<file path="config.mk">
export PLATFORM = sky130hd
export DESIGN_NAME = display_scan4
export DESIGN_NICKNAME = d
export VERILOG_FILES = /design/src/rtl/display_scan4.sv
export SDC_FILE = /design/constraint.sdc
export NUM_CORES = 1
export LEC_CHECK = 0
export CAP_MARGIN = 40
export CORE_MARGIN = 5
export CORE_UTILIZATION = 50
export DETAILED_ROUTE_END_ITERATION = 12
export PLACE_DENSITY_LB_ADDON = 0.25
export SLEW_MARGIN = 5
export SYNTH_ARGS = -nofsm -noshare
export SYNTH_HDL_FRONTEND = slang
export SYNTH_SLANG_ARGS = --single-unit
</file>
<file path="constraint.sdc">
create_clock -name clk -period 3.8 [get_ports clk]
set_input_delay 0.76 -clock clk [delete_from_list [all_inputs] [get_ports clk]]
set_output_delay 0.76 -clock clk [all_outputs]
set_load 0.005 [all_outputs]
</file>
<file path="src/rtl/display_scan4.sv">
// Four-digit multiplexed 7-segment scanner with per-frame digit snapshot and leading-zero blanking.
// Optional blinking on count_end is built only when DISPLAY_SCAN4_BLINK_EN is defined.
module display_scan4 #(
  parameter int SCAN_DIV  = 4,
  parameter int BLINK_DIV = 2,
  parameter int LZB       = 1
) (
  input  logic       clk,
  input  logic       clear,
  input  logic       enable,
  input  logic [3:0] digit0,
  input  logic [3:0] digit1,
  input  logic [3:0] digit2,
  input  logic [3:0] digit3,
  input  logic       count_end,
  output logic [3:0] an,
  output logic [6:0] seg
);

  localparam logic [15:0] PRESC_MAX = 16'(SCAN_DIV - 1);

  logic [15:0] presc, presc_next;
  logic [1:0]  sel, sel_next;
  logic [15:0] snap, snap_next;
  logic        tick, wrap, dark, blank;
  logic [3:0]  cur_digit, an_next;
  logic [6:0]  seg_next;

  function automatic logic [6:0] decode(input logic [3:0] v);
    case (v)
      4'd0:    decode = 7'h3F;
      4'd1:    decode = 7'h06;
      4'd2:    decode = 7'h5B;
      4'd3:    decode = 7'h4F;
      4'd4:    decode = 7'h66;
      4'd5:    decode = 7'h6D;
      4'd6:    decode = 7'h7D;
      4'd7:    decode = 7'h07;
      4'd8:    decode = 7'h7F;
      4'd9:    decode = 7'h6F;
      default: decode = 7'h40;
    endcase
  endfunction

  // Everything below is computed from next-state values so the registered
  // outputs change on the same edge as sel and the snapshot.
  always_comb begin
    tick       = enable && (presc == PRESC_MAX);
    wrap       = tick && (sel == 2'd3);
    presc_next = presc;
    if (enable) presc_next = tick ? 16'd0 : presc + 16'd1;
    sel_next   = tick ? sel + 2'd1 : sel;
    snap_next  = wrap ? {digit3, digit2, digit1, digit0} : snap;
  end

  always_comb begin
    cur_digit = snap_next[3:0];
    blank     = 1'b0;
    case (sel_next)
      2'd0: begin
        cur_digit = snap_next[3:0];
        blank     = 1'b0;
      end
      2'd1: begin
        cur_digit = snap_next[7:4];
        blank     = (LZB != 0) && (snap_next[15:4] == 12'd0);
      end
      2'd2: begin
        cur_digit = snap_next[11:8];
        blank     = (LZB != 0) && (snap_next[15:8] == 8'd0);
      end
      default: begin
        cur_digit = snap_next[15:12];
        blank     = (LZB != 0) && (snap_next[15:12] == 4'd0);
      end
    endcase
  end

`ifdef DISPLAY_SCAN4_BLINK_EN
  localparam logic [7:0] BLINK_MAX = 8'(BLINK_DIV - 1);

  logic [7:0] bcnt, bcnt_next;
  logic       phase, phase_next;

  // Dropping count_end clears the phase combinationally into an_next, so the
  // display relights on the very next edge.
  always_comb begin
    bcnt_next  = bcnt;
    phase_next = phase;
    if (!count_end) begin
      bcnt_next  = 8'd0;
      phase_next = 1'b0;
    end else if (wrap) begin
      if (bcnt == BLINK_MAX) begin
        bcnt_next  = 8'd0;
        phase_next = ~phase;
      end else begin
        bcnt_next = bcnt + 8'd1;
      end
    end
    dark = phase_next;
  end

  always_ff @(posedge clk or posedge clear) begin
    if (clear) begin
      bcnt  <= 8'd0;
      phase <= 1'b0;
    end else begin
      bcnt  <= bcnt_next;
      phase <= phase_next;
    end
  end
`else
  logic unused_blink;
  assign unused_blink = count_end ^ (BLINK_DIV == 0);
  assign dark = 1'b0;
`endif

  always_comb begin
    an_next  = 4'b0000;
    seg_next = 7'h00;
    if (enable) begin
      if (!dark) an_next = 4'b0001 << sel_next;
      seg_next = blank ? 7'h00 : decode(cur_digit);
    end
  end

  always_ff @(posedge clk or posedge clear) begin
    if (clear) begin
      presc <= 16'd0;
      sel   <= 2'd0;
      snap  <= 16'd0;
      an    <= 4'b0000;
      seg   <= 7'h00;
    end else begin
      presc <= presc_next;
      sel   <= sel_next;
      snap  <= snap_next;
      an    <= an_next;
      seg   <= seg_next;
    end
  end

endmodule

</file>
==> results of run 1 <==
final cells by class:
type,count,area [µm²],area share (%)
Multi-Input combinational cell,131,1260,42.9
Sequential cell,45,1130,38.5
Timing Repair Buffer,34,328,11.2
Clock buffer,5,68.8,2.35
Clock inverter,2,35.0,1.20
Tap cell,67,83.8,2.86
Inverter,8,30.0,1.03
worst max path at each step:
stage / startpoint / end / slack, ps / cells past startpoint
3_5_place_dp: enable / seg[6] / 130 / 10
6_report: enable / seg[6] / 460 / 9
2_1_floorplan: enable / seg[0] / 910 / 10
5_1_grt: enable / seg[6] / 280 / 10
3_3_place_gp: enable / seg[6] / 170 / 10
4_1_cts: enable / seg[6] / 430 / 9
critical path, delay by kind of cell:
kind	cells	cell delay (ps)
AOI/OAI and AO/OA	1	280
buffers and inverters	2	610
and+or+nand+nor	3	740
muxes	2	900
adders and majority gates	1	240
flip-flops by register name (all words and copies together) (netlist names):
register,count
sel,2
seg,7
snap,16
presc,16
an,4
where the power goes:
part,internal (W),total [W],switching [W]
clock network,0.000191,0.000347,0.000156
registers,0.000630,0.000747,0.000117
logic,0.000530,0.000983,0.000453
cell families after synthesis:
| group | share of synthesized area (%) |
|---|---|
| adders and majority gates | 3.58 |
| DFF | 46.1 |
| xor gates and xnor gates | 5.37 |
| and+or+nand+nor | 16.2 |
| muxes | 20.2 |
| AOI/OAI and AO/OA | 6.04 |
| buffers and inverters | 2.56 |
placed cells by master, fill, tap and decap left out, types with 2 or more instances in the layout:
master                            count
sky130_fd_sc_hd__dfrtp_1             45
sky130_fd_sc_hd__clkdlybuf4s50_1     29
sky130_fd_sc_hd__mux2_2              18
sky130_fd_sc_hd__xnor2_1             12
sky130_fd_sc_hd__nand2_1             11
sky130_fd_sc_hd__mux4_2               9
sky130_fd_sc_hd__nand3_1              8
sky130_fd_sc_hd__nor2_1               7
sky130_fd_sc_hd__ha_1                 7
sky130_fd_sc_hd__inv_1                6
sky130_fd_sc_hd__mux2i_1              5
sky130_fd_sc_hd__and3_1               5
sky130_fd_sc_hd__nor4_1               5
sky130_fd_sc_hd__clkbuf_8             5
sky130_fd_sc_hd__buf_4                5
sky130_fd_sc_hd__and4_1               4
sky130_fd_sc_hd__nor4_4               3
sky130_fd_sc_hd__o21a_1               3
sky130_fd_sc_hd__o21ai_0              3
sky130_fd_sc_hd__xor2_1               3
sky130_fd_sc_hd__nand4_1              3
sky130_fd_sc_hd__a21oi_1              2
sky130_fd_sc_hd__o31a_1               2
metal layers:
| layer | GRT usage (%) | wire, µm | up-vias |
|---|---|---|---|
| met2 | 26.1 | 2230 | 27 |
| met1 | 20.2 | 2040 | 779 |
| met4 | 4.56 | 48 | 0 |
| met5 | 0 | 0 | - |
| li1 | - | - | 773 |
| met3 | 4.18 | 176 | 5 |
per-stage QoR:
stage | cells | cell area, µm² | setup slack (ps) | util, %
after floorplan | 190 | 2440 | 909 | -
after global placement | 285 | 2820 | 171 | 59.8
after detailed placement | 285 | 2820 | 127 | 59.8
after CTS | 292 | 2930 | 435 | 62.0
after global routing | 292 | 2930 | 284 | 62.0
final | 292 | 2930 | 455 | 62.0
==> out/qor.json, run 1 <==
{
  "clocking": {
    "cts-buffers-inserted": 5,
    "tritoncts": "yes",
    "post_cts_hold_buffer_count": 0,
    "clock_tree.root_cell": "sky130_fd_sc_hd__clkbuf_8",
    "clkSlewWorstSetupHoldPaths_ps": 80,
    "insertion_delay_ps": 300,
    "number_of_setup_buffers_added_after_cts": 0,
    "htree_levels": 2,
    "numClockSinks": 45,
    "cts_buffer_depth": 2,
    "postCtsResizedCells": 0
  },
  "timing": {
    "hold_viol_final": 0,
    "timing.hold.ws_ps": 510,
    "maxClockFrequency_mhz": 299,
    "drv_slew": 0,
    "tightestPinTransition_ps": 591,
    "timing.final.crit_share_pct": 88.0,
    "maxSlewHeadroom_pct": 60.3,
    "grt_setup_unrepaired": "no",
    "number_of_endpoints_failing_setup_at_the_final_stage": 0,
    "final.min_clock_period_ps": 3340,
    "total_neg_setup_slack_ps": 0,
    "clock-skew-final_ps": 10.7
  },
  "worst_setup_path": {
    "slowest_stage": "sky130_fd_sc_hd__mux4_2",
    "critPathKind": "in -> reg",
    "crit_path_end_kind": "flip-flop",
    "cp.required_ps": 3990,
    "rr_worst_depth": 9,
    "path_cells": "clkdlybuf4s50_1 -> and4bb_1 -> and4_1 -> nand2_4 -> mux4_2 -> mux2i_1 -> inv_1 -> ha_1 -> a221oi_1",
    "arrival_ps": 3530,
    "timing.critical_path.from_type": "input pin",
    "worstReg2RegStart": "presc[0]",
    "max_stage_delay_ps": 500,
    "worst_r2r_endpoint": "seg[6]",
    "ff2ff_setup_slack_ps": 720,
    "crit_path_max_fanout": 15
  },
  "power_and_ir_drop": {
    "p_leak_nw": 1.33,
    "power_per_cell_area_nw_per_um2": 709,
    "totalPowerFinal_w": 0.00208,
    "peakVddDrop_mv": 0.329
  },
  "grt": {
    "vias_in_the_first_global_route": 1633,
    "wire_length_of_the_first_global_routing_pass_um": 7790,
    "groute.usage.overall_pct": 15.7,
    "grt_start_max_net_pins": 46,
    "initial_antenna_violation_count": 0,
    "globalRouteOverflowTotal": 0
  },
  "logic_synthesis": {
    "synth.distinct_cells": 46,
    "synth.yosys.warnings": 0,
    "syn-mean-instance-area_um2": 12.9,
    "synth-seq-area-share_pct": 46.1,
    "mappedNetlistNets": 217,
    "postSynth.topFlopCell": "sky130_fd_sc_hd__dfrtp_1",
    "synth_most_common_cell": "sky130_fd_sc_hd__dfrtp_1",
    "ys_async_sr_fraction_pct": 100,
    "synth_largest_type_area_fraction_pct": 46.1,
    "synth_area_leaders": "sky130_fd_sc_hd__dfrtp_1, sky130_fd_sc_hd__mux2_2, sky130_fd_sc_hd__mux4_2",
    "synth_enable_flop_cells": 0,
    "synth_common_cells": "sky130_fd_sc_hd__dfrtp_1, sky130_fd_sc_hd__mux2_2, sky130_fd_sc_hd__xnor2_1, sky130_fd_sc_hd__nand2_1, sky130_fd_sc_hd__mux4_2",
    "postSynthRegisterBits": 45,
    "netlist_area_um2": 2440,
    "synthCells": 190,
    "synthDominantAreaCellType": "sky130_fd_sc_hd__dfrtp_1"
  },
  "detailed_routing": {
    "routedWlPerCell_um": 15.4,
    "post_drt_via_cell_ratio": 5.42,
    "remaining_drc_errors": 0,
    "routed-via-count": 1584,
    "routed_wl_um": 4500,
    "detailedRoute.firstIterationViolations": 70,
    "detailedRoute.firstPassIterationCount": 6,
    "antenna_violating_nets_post_route": 0
  },
  "hold_path": {
    "min_delay_path_depth": 1,
    "min_to": "snap[1]",
    "holdCritStartpoint": "snap[1]",
    "hold_class": "reg -> reg"
  },
  "floorplanning": {
    "die_height_um": 79.9,
    "floorplan.die.width_um": 79.9,
    "count_of_standard_cell_rows": 25,
    "area_of_the_die_um2": 6390,
    "initial_core_util_pct": 51.8,
    "floorplan.core_area_um2": 4720,
    "ios": 31
  },
  "run_status": {
    "outcome": "complete, no violations"
  },
  "placement": {
    "globalplace.congestion": 0.771,
    "dp_hpwl_um": 3370,
    "io_buffer_count": 29
  },
  "cells_and_area": {
    "fill_cells": 388,
    "area_growth_syn_to_layout_pct": 19.8,
    "num-nets-final": 252,
    "drive_above_1_share_pct": 23.1,
    "insertedDiodeCount": 0
  },
  "flow_run": {
    "max_cap_violations": 0
  }
}
Power figures use the tool's default switching activity.
==> run 2, diff against run 1 <==
--- a/config.mk
+++ b/config.mk
@@ -6,9 +6,10 @@
 export NUM_CORES = 1
 export LEC_CHECK = 0
+export ABC_CLOCK_PERIOD_IN_PS = 3800
 export CAP_MARGIN = 40
 export CORE_MARGIN = 5
 export CORE_UTILIZATION = 50
 export DETAILED_ROUTE_END_ITERATION = 12
-export PLACE_DENSITY_LB_ADDON = 0.25
+export PLACE_DENSITY = 0.7
 export SLEW_MARGIN = 5
 export SYNTH_ARGS = -nofsm -noshare
==> constraint.sdc (replaced) <==
create_clock -name clk -period 3.8 [get_ports clk]
set_input_delay 0.38 -clock clk [delete_from_list [all_inputs] [get_ports clk]]
set_output_delay 0.38 -clock clk [all_outputs]
set_load 0.005 [all_outputs]
==> run 2 against run 1 <==
Net effect:
- routed wire length rose by 4.1%
- critical endpoint unchanged
- die area did not move
- final cell count rose by 0.34%
- largest cell class unchanged
- clock skew fell by 6.6 ps
- worst setup slack improved by 190 ps
==> out/qor.json, run 2 (synthesis results as in run 1) <==
{
  "floorplanning": {
    "count_of_standard_cell_rows": {"value": 25, "change": "unchanged"},
    "floorplan.die.width": {"value": 79.9, "unit": "µm", "change": "unchanged"},
    "initial_core_util": {"value": 51.8, "unit": "%", "change": "unchanged"},
    "floorplan.core_area": {"value": 4720, "unit": "µm²", "change": "unchanged"},
    "die_height": {"value": 79.9, "unit": "µm", "change": "unchanged"},
    "area_of_the_die": {"value": 6390, "unit": "µm²", "change": "unchanged"},
    "ios": {"value": 31, "change": "unchanged"}
  },
  "clocking": {
    "numClockSinks": {"value": 45, "change": "unchanged"},
    "cts-buffers-inserted": {"value": 5, "change": "unchanged"},
    "clock_tree.root_cell": "sky130_fd_sc_hd__clkbuf_8",
    "clkSlewWorstSetupHoldPaths": {"value": 80, "unit": "ps", "change": "about the same"},
    "number_of_setup_buffers_added_after_cts": {"value": 0, "change": "unchanged"},
    "cts_buffer_depth": {"value": 2, "change": "unchanged"},
    "tritoncts": "yes",
    "postCtsResizedCells": {"value": 0, "change": "unchanged"},
    "insertion_delay": {"value": 300, "unit": "ps", "change": "about the same"},
    "htree_levels": {"value": 2, "change": "unchanged"},
    "post_cts_hold_buffer_count": {"value": 0, "change": "unchanged"}
  },
  "grt": {
    "grt_start_max_net_pins": {"value": 24, "change": "-48%"},
    "initial_antenna_violation_count": {"value": 0, "change": "unchanged"},
    "wire_length_of_the_first_global_routing_pass": {"value": 8270, "unit": "µm", "change": "+6.1%"},
    "groute.usage.overall": {"value": 17.0, "unit": "%", "change": "+1.3 points"},
    "globalRouteOverflowTotal": {"value": 0, "change": "unchanged"},
    "vias_in_the_first_global_route": {"value": 1735, "change": "+6.2%"}
  },
  "cells_and_area": {
    "biggestRegsByFlops": "presc x16, snap x16, seg x7",
    "drive_above_1_share": {"value": 23.5, "unit": "%", "change": "+0.34 points"},
    "finish.utilization": {"value": 63.0, "unit": "%", "change": "+1.1 points"},
    "area_growth_syn_to_layout_pct": 21.8,
    "fill_cells": {"value": 386, "change": "-0.52%"},
    "layout.cells.most_common_list": "sky130_fd_sc_hd__dfrtp_1, sky130_fd_sc_hd__clkdlybuf4s50_1, sky130_fd_sc_hd__mux2_2",
    "layout_commonest_cell": "sky130_fd_sc_hd__dfrtp_1",
    "multiInputGateArea": {"value": 1260, "unit": "µm²", "change": "unchanged"},
    "storage_element_area": {"value": 1130, "unit": "µm²", "change": "unchanged"},
    "insertedDiodeCount": {"value": 0, "change": "unchanged"},
    "num-nets-final": {"value": 252, "change": "unchanged"}
  },
  "detailed_routing": {
    "routed_wl": {"value": 4680, "unit": "µm", "change": "+4.1%"},
    "met3RoutedLength": {"value": 208, "unit": "µm", "change": "+18%"},
    "detailedRoute.firstIterationViolations": {"value": 45, "change": "-36%"},
    "post_drt_via_cell_ratio": {"value": 5.57, "change": "+2.7%"},
    "antenna_violating_nets_post_route": {"value": 0, "change": "unchanged"},
    "met1Wirelength": {"value": 1980, "unit": "µm", "change": "-2.8%"},
    "routedWlPerCell": {"value": 16.0, "unit": "µm", "change": "+3.7%"},
    "remaining_drc_errors": {"value": 0, "change": "unchanged"},
    "met2RoutedLength": {"value": 2420, "unit": "µm", "change": "+8.5%"},
    "topRoutingLayerUsed": "met4",
    "detailedRoute.firstPassIterationCount": {"value": 5, "change": "-1"},
    "routed-via-count": {"value": 1632, "change": "+3.0%"}
  },
  "timing": {
    "final.min_clock_period": {"value": 3150, "unit": "ps", "change": "-192 ps"},
    "maxClockFrequency": {"value": 317, "unit": "MHz", "change": "+6.1%"},
    "number_of_endpoints_failing_setup_at_the_final_stage": {"value": 0, "change": "unchanged"},
    "total_neg_setup_slack": {"value": 0, "unit": "ps", "change": "unchanged"},
    "timing.final.crit_share": {"value": 83.0, "unit": "%", "change": "-5.1 points"},
    "maxSlewHeadroom": {"value": 60.0, "unit": "%", "change": "-0.36 points"},
    "tightestPinTransition": {"value": 597, "unit": "ps", "change": "+5.33 ps"},
    "grt_setup_unrepaired": "no",
    "hold_viol_final": {"value": 0, "change": "unchanged"},
    "drv_slew": {"value": 0, "change": "unchanged"},
    "post-route-worst-setup-slack": {"value": 648, "unit": "ps", "change": "+192 ps"},
    "clock-skew-final": {"value": 4.16, "unit": "ps", "change": "-6.57 ps"}
  },
  "worst_setup_path": {
    "worstReg2RegStart": "presc[0]",
    "arrival": {"value": 3340, "unit": "ps", "change": "-190 ps"},
    "crit_family": "multiplexers",
    "buf_inv_on_cp": {"value": 1, "change": "-1"},
    "path_cells": "ha_1 -> and4bb_1 -> and4_1 -> nand2_4 -> mux4_2 -> mux2i_1 -> inv_1 -> ha_1 -> a221oi_1",
    "path_common_cell": "sky130_fd_sc_hd__ha_1",
    "cp.required": {"value": 3990, "unit": "ps", "change": "about the same"},
    "critPathKind": "reg -> reg",
    "max_stage_delay": {"value": 570, "unit": "ps", "change": "+70 ps"},
    "worstSetupStartpoint": "presc[0]",
    "crit_path_end_kind": "flip-flop",
    "ff2ff_setup_slack": {"value": 650, "unit": "ps", "change": "-70 ps"},
    "worst_setup_path_endpoint": "seg[6]",
    "slowest_stage": "sky130_fd_sc_hd__mux4_2",
    "crit_path_max_fanout": {"value": 23, "change": "+8"},
    "cp.depth": {"value": 9, "change": "unchanged"},
    "rr_worst_depth": {"value": 9, "change": "unchanged"},
    "worst_r2r_endpoint": "seg[6]",
    "timing.critical_path.from_type": "flip-flop"
  },
  "flow_run": {
    "max_cap_violations": {"value": 0, "change": "unchanged"}
  },
  "placement": {
    "dp_hpwl": {"value": 3690, "unit": "µm", "change": "+9.4%"},
    "globalplace.congestion": {"value": 0.799, "change": "+3.6%"},
    "detailedPlace.worstSlack": {"value": 431, "unit": "ps", "change": "+304 ps"},
    "io_buffer_count": {"value": 29, "change": "unchanged"}
  },
  "power_and_ir_drop": {
    "p_leak": {"value": 1.36, "unit": "nW", "change": "+2.0%"},
    "power_per_cell_area": {"value": 732, "unit": "nW/µm²", "change": "+3.2%"},
    "peakVddDrop": {"value": 0.281, "unit": "mV", "change": "-14%"}
  },
  "run_status": {
    "outcome": "complete, no violations"
  },
  "hold_path": {
    "hold_class": "in -> async"
  }
}
-- run 2: metrics by stage --
stage / instances / hold WS (ps) / instance area, µm² / power [W]
2_1_floorplan: 190 / 452 / 2440 / 0.00147
3_3_place_gp: 284 / 485 / 2820 / 0.00171
3_5_place_dp: 285 / 490 / 2840 / 0.00176
4_1_cts: 293 / 256 / 2980 / 0.00219
5_1_grt: 293 / 257 / 2980 / 0.00231
6_report: 293 / 259 / 2980 / 0.00218
-- run 2: metal layers --
layer  track usage (%)  vias up
met5                 0        -
met4              5.07        0
met3              5.42        5
met2              29.2       30
met1              20.2      821
li1                  -      776
-- run 2: worst min path at each step --
stage          startpoint   endpoint  slack (ps)  cells past startpoint
2_1_floorplan   presc[13]  presc[13]         450                      1
3_3_place_gp      snap[1]    snap[1]         480                      1
3_5_place_dp    presc[13]  presc[13]         490                      1
4_1_cts             clear     seg[4]         260                      2
5_1_grt             clear     seg[4]         260                      2
6_report            clear     seg[4]         260                      2
-- run 2: power breakdown --
part           total, W  internal, W  switching, W
clock          0.000425     0.000261      0.000164
sequential     0.000748     0.000630      0.000117
combinational   0.00101     0.000535      0.000472
total           0.00218      0.00143      0.000752
-- run 2: layout make-up --
class / count / area share (%)
clock buffers: 5 / 2.31
clock inverters: 3 / 2.18
inverters: 8 / 1.01
multi-input cells: 131 / 42.2
flip-flops and latches: 45 / 37.8
well taps: 67 / 2.82
repair buffers: 34 / 11.7
==> run 3, diff against run 2 <==
Settings changed: ABC_CLOCK_PERIOD_IN_PS 3800 to 3100.
Clock period 3.8 ns to 3.1 ns, I/O delays scaled along.
==> run 3 against run 2 <==
Net effect:
- worst setup slack worse by 460 ps
- sequential share of layout area increased by 0.34 points
- final area down 0.88%
- routed wire length rose by 2.8%
- flip-flop and latch count is the same
- utilization is 0.56 points lower
- via count up 0.25%
- final cell count increased by 1.7%
- clock power shrank 20%
- worst hold slack improved by 200 ps
- die area unchanged
- critical endpoint is now seg[3]
==> out/qor.json, run 3 (synthesis results as in run 1) <==
{
  "worst_setup_path": {
    "worstReg2RegStart": "presc[0]",
    "crit_family": "multiplexers",
    "worst_r2r_endpoint": "seg[3]",
    "timing.critical_path.from_type": "flip-flop",
    "worst_setup_path_endpoint": "seg[3]",
    "ff2ff_setup_slack": {"value": 190, "unit": "ps", "change": "-460 ps"},
    "arrival": {"value": 3090, "unit": "ps", "change": "-250 ps"},
    "crit_path_end_kind": "flip-flop",
    "path_common_cell": "sky130_fd_sc_hd__ha_1",
    "path_cells": "ha_1 -> and4bb_1 -> and4_1 -> nand2_4 -> mux4_2 -> mux2_4 -> inv_1 -> ha_1 -> nor2b_1 -> o31a_1",
    "rr_worst_depth": {"value": 10, "change": "+1"},
    "crit_path_max_fanout": {"value": 9, "change": "-61%"},
    "slowest_stage": "sky130_fd_sc_hd__mux4_2",
    "cp.required": {"value": 3270, "unit": "ps", "change": "-720 ps"},
    "max_stage_delay": {"value": 530, "unit": "ps", "change": "-40 ps"},
    "cp.depth": {"value": 10, "change": "+1"},
    "worstSetupStartpoint": "presc[0]",
    "buf_inv_on_cp": {"value": 1, "change": "unchanged"},
    "critPathKind": "reg -> reg"
  },
  "placement": {
    "dp_hpwl": {"value": 3780, "unit": "µm", "change": "+2.5%"},
    "globalplace.congestion": {"value": 0.787, "change": "-1.6%"},
    "dpl-instance-area": {"value": 2860, "unit": "µm²", "change": "+0.62%"},
    "io_buffer_count": {"value": 29, "change": "unchanged"}
  },
  "detailed_routing": {
    "post_drt_via_cell_ratio": {"value": 5.49, "change": "-1.4%"},
    "detailedRoute.firstIterationViolations": {"value": 45, "change": "unchanged"},
    "antenna_violating_nets_post_route": {"value": 0, "change": "unchanged"},
    "routed-via-count": {"value": 1636, "change": "+0.25%"},
    "detailedRoute.firstPassIterationCount": {"value": 4, "change": "-1"},
    "routed_wl": {"value": 4810, "unit": "µm", "change": "+2.8%"},
    "routedWlPerCell": {"value": 16.1, "unit": "µm", "change": "+1.1%"},
    "remaining_drc_errors": {"value": 0, "change": "unchanged"}
  },
  "cells_and_area": {
    "fill_cells": {"value": 390, "change": "+1.0%"},
    "num-nets-final": {"value": 257, "change": "+2.0%"},
    "layout.cells.most_common_list": "sky130_fd_sc_hd__dfrtp_1, sky130_fd_sc_hd__clkdlybuf4s50_1, sky130_fd_sc_hd__mux2_2",
    "biggestRegsByFlops": "presc x16, snap x16, seg x7",
    "finish.utilization": {"value": 62.5, "unit": "%", "change": "-0.56 points"},
    "area_growth_syn_to_layout_pct": 20.7,
    "drive_above_1_share": {"value": 25.1, "unit": "%", "change": "+1.7 points"},
    "insertedDiodeCount": {"value": 0, "change": "unchanged"},
    "layout_commonest_cell": "sky130_fd_sc_hd__dfrtp_1",
    "post-route-cell-area": {"value": 2950, "unit": "µm²", "change": "-0.88%"}
  },
  "grt": {
    "initial_antenna_violation_count": {"value": 0, "change": "unchanged"},
    "vias_in_the_first_global_route": {"value": 1804, "change": "+4.0%"},
    "wire_length_of_the_first_global_routing_pass": {"value": 8670, "unit": "µm", "change": "+4.8%"},
    "grt_start_max_net_pins": {"value": 46, "change": "+92%"},
    "globalRouteOverflowTotal": {"value": 0, "change": "unchanged"},
    "groute.usage.overall": {"value": 17.5, "unit": "%", "change": "+0.49 points"}
  },
  "run_status": {
    "outcome": "complete, no violations"
  },
  "floorplanning": {
    "initial_core_util": {"value": 51.8, "unit": "%", "change": "unchanged"},
    "area_of_the_die": {"value": 6390, "unit": "µm²", "change": "unchanged"},
    "floorplan.die.width": {"value": 79.9, "unit": "µm", "change": "unchanged"},
    "count_of_standard_cell_rows": {"value": 25, "change": "unchanged"},
    "ios": {"value": 31, "change": "unchanged"},
    "floorplan.core_area": {"value": 4720, "unit": "µm²", "change": "unchanged"},
    "die_height": {"value": 79.9, "unit": "µm", "change": "unchanged"}
  },
  "clocking": {
    "tritoncts": "yes",
    "clkSlewWorstSetupHoldPaths": {"value": 80, "unit": "ps", "change": "about the same"},
    "cts_buffer_depth": {"value": 2, "change": "unchanged"},
    "post_cts_hold_buffer_count": {"value": 0, "change": "unchanged"},
    "cts-buffers-inserted": {"value": 5, "change": "unchanged"},
    "insertion_delay": {"value": 290, "unit": "ps", "change": "about the same"},
    "number_of_setup_buffers_added_after_cts": {"value": 0, "change": "unchanged"},
    "postCtsResizedCells": {"value": 0, "change": "unchanged"},
    "numClockSinks": {"value": 45, "change": "unchanged"},
    "htree_levels": {"value": 2, "change": "unchanged"},
    "clock_tree.root_cell": "sky130_fd_sc_hd__clkbuf_8"
  },
  "power_and_ir_drop": {
    "cell_int_power": {"value": 0.00160, "unit": "W", "change": "+12%"},
    "sw_frac_of_total": {"value": 36.4, "unit": "%", "change": "+1.8 points"},
    "power_per_cell_area": {"value": 854, "unit": "nW/µm²", "change": "+17%"},
    "clockPowerShare": {"value": 13.5, "unit": "%", "change": "-6.0 points"},
    "p_leak": {"value": 1.35, "unit": "nW", "change": "-0.44%"},
    "peakVddDrop": {"value": 0.446, "unit": "mV", "change": "+58%"},
    "share_seq_of_total_power": {"value": 36.7, "unit": "%", "change": "+2.4 points"},
    "totalPowerFinal": {"value": 0.00252, "unit": "W", "change": "+16%"},
    "netSwitchingPower": {"value": 0.000917, "unit": "W", "change": "+22%"},
    "comb_power_share": {"value": 49.8, "unit": "%", "change": "+3.6 points"}
  },
  "hold_path": {
    "hold_class": "in -> async"
  },
  "timing": {
    "maxSlewHeadroom": {"value": 59.7, "unit": "%", "change": "-0.25 points"},
    "hold_viol_final": {"value": 0, "change": "unchanged"},
    "timing.hold.ws": {"value": 461, "unit": "ps", "change": "+202 ps"},
    "total_neg_setup_slack": {"value": 0, "unit": "ps", "change": "unchanged"},
    "final.min_clock_period": {"value": 2910, "unit": "ps", "change": "-237 ps"},
    "tightestPinTransition": {"value": 600, "unit": "ps", "change": "+3.71 ps"},
    "drv_slew": {"value": 0, "change": "unchanged"},
    "grt_setup_unrepaired": "no",
    "timing.final.crit_share": {"value": 94.0, "unit": "%", "change": "+11 points"},
    "clock-skew-final": {"value": 9.28, "unit": "ps", "change": "+5.12 ps"},
    "maxClockFrequency": {"value": 343, "unit": "MHz", "change": "+8.1%"},
    "number_of_endpoints_failing_setup_at_the_final_stage": {"value": 0, "change": "unchanged"}
  },
  "flow_run": {
    "max_cap_violations": {"value": 0, "change": "unchanged"}
  }
}
## run 3: power groups by stage
stage	clock, W	sequential [W]	combinational [W]
after floorplan	0	0.000897	0.000910
after global placement	0	0.000923	0.00120
after detailed placement	0	0.000936	0.00124
after CTS	0.000348	0.000923	0.00125
after global routing	0.000378	0.000950	0.00139
final	0.000339	0.000926	0.00126
## run 3: how the worst min path moves through the flow
stage	from	end	slack (ps)
finish	clear	sel[0]	460
global route	snap[1]	snap[1]	530
CTS	clear	snap[15]	480
detailed placement	presc[13]	presc[13]	490
global placement	presc[13]	presc[13]	490
floorplan	presc[13]	presc[13]	450
## run 3: through the flow
stage                     setup WS (ps)  cells
final                               185    298
after global routing               2.64    298
after CTS                           149    298
after detailed placement           40.8    290
after global placement              119    290
after floorplan                     356    190
## run 3: final cells by class
type                            instances  area [µm²]  share of cell area (%)
Clock inverter                          2        10.0                   0.339
Inverter                                8        30.0                    1.02
Timing Repair Buffer                   39         365                    12.4
Sequential cell                        45        1130                    38.2
Multi-Input combinational cell        131        1260                    42.8
Tap cell                               67        83.8                    2.84
Clock buffer                            6        72.6                    2.46
## run 3: worst reg2reg max path, delay by kind of cell (launching register included)
family	cells	cell delay (ps)
fa+ha+maj	2	410
simple gates	4	720
mux	2	850
buf+inv	1	130
flops	1	400
compound gates	1	280
## run 3: routing by layer
metal	global-route usage (%)	share of wire [%]
met5	0	0
met3	4.06	4.1
met2	30.9	52
met4	5.57	1.3
met1	20.9	42
